**src/rtl/truth_table_sweeper.sv**
```systemverilog
// Truth-table sweeper: drives a/b/c/d through every vector, waits SETTLE_CYCLES,
// samples f/g/h against golden gate functions and accumulates a pass/fail result.
module truth_table_sweeper #(
  parameter int SETTLE_CYCLES = 2
) (
  input  logic       clk_i,
  input  logic       rst_i,
  input  logic       start_i,
  input  logic       abort_i,
  input  logic [1:0] mode_i,
  input  logic       f_i,
  input  logic       g_i,
  input  logic       h_i,
  output logic       a_o,
  output logic       b_o,
  output logic       c_o,
  output logic       d_o,
  output logic       busy_o,
  output logic       done_o,
  output logic       pass_o,
  output logic [4:0] err_count_o,
  output logic [3:0] first_fail_idx_o,
  output logic [2:0] fail_mask_o
);

  typedef enum logic [1:0] {IDLE, SETTLE, SAMPLE, DONE} state_t;

  localparam logic [3:0] SETTLE_LAST = 4'(SETTLE_CYCLES - 1);

  state_t     state_q;
  logic [1:0] mode_q;
  logic [3:0] idx_q;
  logic [3:0] cnt_q;
  logic [3:0] vec_q;            // {a,b,c,d}
  logic       busy_q;
  logic       done_q;
  logic       pass_q;
  logic [4:0] err_q;
  logic [3:0] ffi_q;
  logic [2:0] mask_q;

  logic       exp_f_s, exp_g_s, exp_h_s;
  logic [2:0] chk_mask_s;
  logic [2:0] mism_s;
  logic [3:0] last_idx_s;
  logic [3:0] idx_d;
  logic [3:0] vec_d;

  // Unused inputs are forced low so the narrower DUTs see a clean bus.
  function automatic logic [3:0] map_vec(input logic [1:0] m, input logic [3:0] i);
    case (m)
      2'd0:    map_vec = {i[1], i[0], 1'b0, 1'b0};
      2'd1:    map_vec = {i[2], i[1], i[0], 1'b0};
      default: map_vec = i;
    endcase
  endfunction

  assign exp_f_s = vec_q[3] ^ vec_q[2];
  assign exp_g_s = (vec_q[3] & vec_q[1]) | (vec_q[2] & ~vec_q[1]) | (vec_q[3] & vec_q[2]);
  assign exp_h_s = vec_q[0] | (vec_q[1] & ~(vec_q[3] & vec_q[2]));

  always_comb begin
    chk_mask_s = 3'b000;
    last_idx_s = 4'd15;
    case (mode_q)
      2'd0:    begin chk_mask_s = 3'b001; last_idx_s = 4'd3;  end
      2'd1:    begin chk_mask_s = 3'b010; last_idx_s = 4'd7;  end
      2'd2:    begin chk_mask_s = 3'b100; last_idx_s = 4'd15; end
      default: begin chk_mask_s = 3'b111; last_idx_s = 4'd15; end
    endcase
  end

  assign mism_s = ({h_i, g_i, f_i} ^ {exp_h_s, exp_g_s, exp_f_s}) & chk_mask_s;
  assign idx_d  = idx_q + 4'd1;
  assign vec_d  = map_vec(mode_q, idx_d);

  always_ff @(posedge clk_i) begin
    if (rst_i) begin
      state_q <= IDLE;
      mode_q  <= 2'd0;
      idx_q   <= 4'd0;
      cnt_q   <= 4'd0;
      vec_q   <= 4'd0;
      busy_q  <= 1'b0;
      done_q  <= 1'b0;
      pass_q  <= 1'b0;
      err_q   <= 5'd0;
      ffi_q   <= 4'd0;
      mask_q  <= 3'b000;
    end else if (abort_i) begin
      state_q <= IDLE;
      vec_q   <= 4'd0;
      busy_q  <= 1'b0;
      done_q  <= 1'b0;
    end else begin
      case (state_q)
        IDLE, DONE: begin
          if (start_i) begin
            state_q <= SETTLE;
            mode_q  <= mode_i;
            idx_q   <= 4'd0;
            cnt_q   <= 4'd0;
            vec_q   <= map_vec(mode_i, 4'd0);
            busy_q  <= 1'b1;
            done_q  <= 1'b0;
            pass_q  <= 1'b0;
            err_q   <= 5'd0;
            ffi_q   <= 4'd0;
            mask_q  <= 3'b000;
          end
        end
        SETTLE: begin
          if (cnt_q == SETTLE_LAST) begin
            state_q <= SAMPLE;
          end else begin
            cnt_q <= cnt_q + 4'd1;
          end
        end
        SAMPLE: begin
          if (mism_s != 3'b000) begin
            if (err_q != 5'd16) begin
              err_q <= err_q + 5'd1;
            end
            if (err_q == 5'd0) begin
              ffi_q <= idx_q;
            end
            mask_q <= mask_q | mism_s;
          end
          if (idx_q == last_idx_s) begin
            state_q <= DONE;
            busy_q  <= 1'b0;
            done_q  <= 1'b1;
            pass_q  <= (err_q == 5'd0) && (mism_s == 3'b000);
          end else begin
            state_q <= SETTLE;
            idx_q   <= idx_d;
            vec_q   <= vec_d;
            cnt_q   <= 4'd0;
          end
        end
        default: begin
          state_q <= IDLE;
          vec_q   <= 4'd0;
          busy_q  <= 1'b0;
          done_q  <= 1'b0;
        end
      endcase
    end
  end

  assign {a_o, b_o, c_o, d_o} = vec_q;
  assign busy_o           = busy_q;
  assign done_o           = done_q;
  assign pass_o           = pass_q;
  assign err_count_o      = err_q;
  assign first_fail_idx_o = ffi_q;
  assign fail_mask_o      = mask_q;

endmodule

```
**config.mk**
```make
export PLATFORM = sky130hd
export DESIGN_NAME = truth_table_sweeper
export DESIGN_NICKNAME = d
export VERILOG_FILES = /design/src/rtl/truth_table_sweeper.sv
export SDC_FILE = /design/constraint.sdc
export NUM_CORES = 1
export LEC_CHECK = 0
export BUFFER_PORTS_ARGS = -buffer_cell sky130_fd_sc_hd__buf_2
export CAP_MARGIN = 40
export CORE_UTILIZATION = 40
export CTS_BUF_LIST = sky130_fd_sc_hd__clkbuf_4 sky130_fd_sc_hd__clkbuf_8 sky130_fd_sc_hd__clkbuf_16
export DETAILED_ROUTE_END_ITERATION = 8
export PLACE_DENSITY = 0.63
export SYNTH_ARGS = -nofsm -noshare
export SYNTH_HDL_FRONTEND = slang
export SYNTH_SLANG_ARGS = --single-unit
```
**constraint.sdc**
```tcl
create_clock -name clk_i -period 3.45 [get_ports clk_i]
set_input_delay 0 -clock clk_i [delete_from_list [all_inputs] [get_ports clk_i]]
set_output_delay 0 -clock clk_i [all_outputs]
set_load 0.02 [all_outputs]
```
==> key figures <==
Logic synthesis
  • Simple-gate share of the synthesized area: 26.6%
  • Total nets after synthesis: 231
  • Post-synth EDFFs: 0
  • Yosys reg bits: 31
  • Largest family of logic cells by synthesized area: simple AND/OR/NAND/NOR gates
  • Sequential cell area fraction in the yosys report: 35.0%
  • Synth Area in Compound Gates: 19.0%
  • Synth async-reset ratio: 0%
  • Syn_area_per_cell: 8.49 um2
  • Post-synthesis cell area: 1780 um2
  • Most used DFF post-synth: dfxtp_1
  • Synth Area in Adders: 9.16%
  • Multiplexer share of the synthesized area: 3.95%
  • Cells after synthesis: 209
  • Unique masters post-synth: 46
  • Synth Warn #: 0
  • Post-Synth XOR/XNOR Area: 2.47%

Route
  • Antenna Violating Nets Remaining: 0
  • Wire per inst: 13.1 um
  • Total wire length: 3.79 mm
  • Vias per cell: 5.43
  • Routed vias: 1568
  • DRT Pass-1 Iters: 4
  • Initial detailed-routing violation count: 63
  • Post-route DRC violation count: 0

Final layout
  • Area grow syn2layout: 16.0%
  • Share of cells above drive strength 1: 18.4%
  • Final nets: 260
  • # diodes: 0
  • FILL cells: 402

Critical path
  • CP max FO: 7
  • CP arrival: 2.54 ns
  • Crit Path Class: reg -> reg
  • Worst Setup Start Kind: register
  • Critical path required time: 3.60 ns
  • Setup crit end kind: register

Min path
  • Worst min-delay path category: in -> reg

CTS
  • CTS H-tree depth: 2
  • CTS tree: built
  • Clk slew on worst S/H paths: 0.07 ns
  • CTS max path bufs: 2
  • Clock sinks: 31
  • Clk Latency, worst-skew pair: 0.28 ns
  • CTS buffer count: 5
  • Root Buffer: clkbuf_8

Timing
  • # setup viols final: 0
  • Worst-Margin Slew: 0.836 ns
  • Tcrit/Tclk final: 69.2%
  • Max-slew violations: 0
  • RSZ-0062 raised after global routing: false
  • Worst slew margin relative to its limit: 44.3%
  • Fin. Hold Viols: 0
  • Setup Skew: 0.00794 ns
  • Tmin final: 2.39 ns
  • FMAX: 419 MHz
  • TNS Setup: 0 ns

Floorplan
  • Initial core utilization: 42.8%
  • Die ar.: 4710 um2
  • Chip height: 68.6 um
  • Core box area: 4140 um2
  • Boundary Pins: 28
  • Row count: 23
  • Chip width: 68.6 um

Pwr
  • Total power per unit cell area: 367 nW/um2
  • Overall Power: 756 uW
  • LEAKAGE: 0.000817 uW
  • VDD IR max: 0.000223 V

GRT
  • Vias in the first global route: 1424
  • Global-route wire length before repair: 6.39 mm
  • GRT Overall Usage: 18.4%
  • Grt ovf: 0
  • Antenna violations before repair: 0
  • Largest net degree at the start of global routing: 23

Placed design
  • HPWL after DPL: 2.76 mm
  • Gpl congestion: 0.818
  • Port bufs: 27

Job
  • Max Cap Viol: 0

Outcome
  • Status: completed
[through the flow]
stage | instance area [um2] | instances | setup WS [ns] | utilization [%] | hold WS, ns
after floorplan | 1780 | 209 | 1.43 | - | 0.144
after global placement | 1940 | 279 | 1.13 | 46.7 | 0.236
after detailed placement | 1940 | 279 | 1.06 | 46.7 | 0.241
after CTS | 2060 | 289 | 1.07 | 49.7 | 0.0528
after global routing | 2060 | 289 | 0.831 | 49.7 | 0.0745
final | 2060 | 289 | 1.06 | 49.7 | 0.0608
[timing repair]
item	4_1_cts	5_1_grt
hold endpoints to repair	2	0
buffers inserted	0	0
hold buffers	2	0
gates resized for setup	0	0
[power breakdown]
| part | total [uW] | leakage [uW] | internal (uW) | switching (uW) |
|---|---|---|---|---|
| clock network | 318 | 0.0000505 | 181 | 137 |
| registers | 364 | 0.000250 | 361 | 3.09 |
| logic | 73.7 | 0.000516 | 28.4 | 45.3 |
| total | 756 | 0.000817 | 571 | 185 |
[cell usage after synthesis (2+ instances only)]
master / instances / area share (%)
a211oi_1: 2 / 0.85
a21oi_1: 22 / 6.2
a221o_1: 2 / 1.1
a31oi_1: 3 / 1.1
and2_1: 2 / 0.70
buf_1: 2 / 0.42
clkbuf_1: 3 / 0.63
dfxtp_1: 31 / 35
ha_1: 13 / 9.2
inv_1: 8 / 1.7
mux2i_1: 7 / 3.9
nand2_1: 21 / 4.4
nand2b_1: 5 / 1.8
nand3_1: 12 / 3.4
nand3b_1: 5 / 2.1
nand4_1: 2 / 0.70
nand4b_1: 3 / 1.5
nor2_1: 17 / 3.6
nor2b_1: 3 / 1.1
nor3_1: 4 / 1.1
o2111ai_1: 4 / 2.0
o21ai_0: 6 / 1.7
or2_2: 2 / 0.70
or3_1: 4 / 1.4
or3b_1: 2 / 0.99
xnor2_1: 3 / 1.5
xor2_1: 2 / 0.99
[flip-flops by register name, indices dropped and copies added, names as in the netlist]
register / count
mode_q: 2
first_fail_idx_o: 4
done_o: 1
idx_q: 4
vec_q: 4
err_count_o: 5
cnt_q: 4
pass_o: 1
busy_o: 1
fail_mask_o: 3
state_q: 2
[final timing paths]
kind | from | endpoint | slack, ns | cells past startpoint
hold reg to reg | first_fail_idx_o[1] | first_fail_idx_o[1] | 0.45 | 2
setup reg to reg | state_q[0] | err_count_o[3] | 1.06 | 8
hold / removal | start_i | busy_o | 0.06 | 3
setup / recovery | state_q[0] | err_count_o[3] | 1.06 | 8
[worst max-delay path, stage by stage, from the launching register on]
cell and delay [ns]:
dfxtp_1 0.38, inv_1 0.06, ha_1 0.34, nor2b_4 0.17, nor3_1 0.60, nand2_1 0.14, a21oi_2 0.28, mux2i_1 0.22
a21oi_1 0.07
[cell usage in the layout, fill, tap and decap left out, drive strengths merged, types with 2 or more instances in the layout]
| master | n |
|---|---|
| dfxtp | 31 |
| buf | 27 |
| a21oi | 23 |
| nand2 | 21 |
| nor2 | 18 |
| ha | 13 |
| nand3 | 13 |
| inv | 8 |
| mux2i | 7 |
| clkbuf | 7 |
| o21ai | 7 |
| nand3b | 5 |
| nand2b | 5 |
| or3 | 4 |
| nor3 | 4 |
| o2111ai | 4 |
| nor2b | 4 |
| xnor2 | 3 |
| a31oi | 3 |
| nand4b | 3 |
| or2 | 2 |
| nand4 | 2 |
| and2 | 2 |
| a211oi | 2 |
| xor2 | 2 |
| or3b | 2 |
| a221o | 2 |
| dlygate4sd3 | 2 |
[area by class of cell]
| type | count | area [um2] | share of cell area, % |
|---|---|---|---|
| Multi-Input combinational cell | 163 | 1090 | 52.8 |
| Sequential cell | 31 | 621 | 30.1 |
| Timing Repair Buffer | 29 | 155 | 7.53 |
| Clock buffer | 7 | 96.3 | 4.68 |
| Tap cell | 50 | 62.6 | 3.04 |
| Inverter | 8 | 30.0 | 1.46 |
| Clock inverter | 1 | 7.51 | 0.365 |
[per-layer routing]
layer	global-route usage [%]	wire, um	up-vias
met5	0	0	-
met4	4.69	22	0
met3	3.95	123	2
met2	30.1	1710	29
met1	24.2	1930	730
li1	-	-	807
[logic make-up after synthesis]
logic type | Yosys count
XOR/XNOR | 5
flip-flops | 31
AND/OR/NAND/NOR | 87
AO/OA/AOI/OAI | 51
buffers and inverters | 15
adder cells (fa/ha/maj) | 13
multiplexers | 7
No activity file was read; power rests on OpenSTA's default activity.
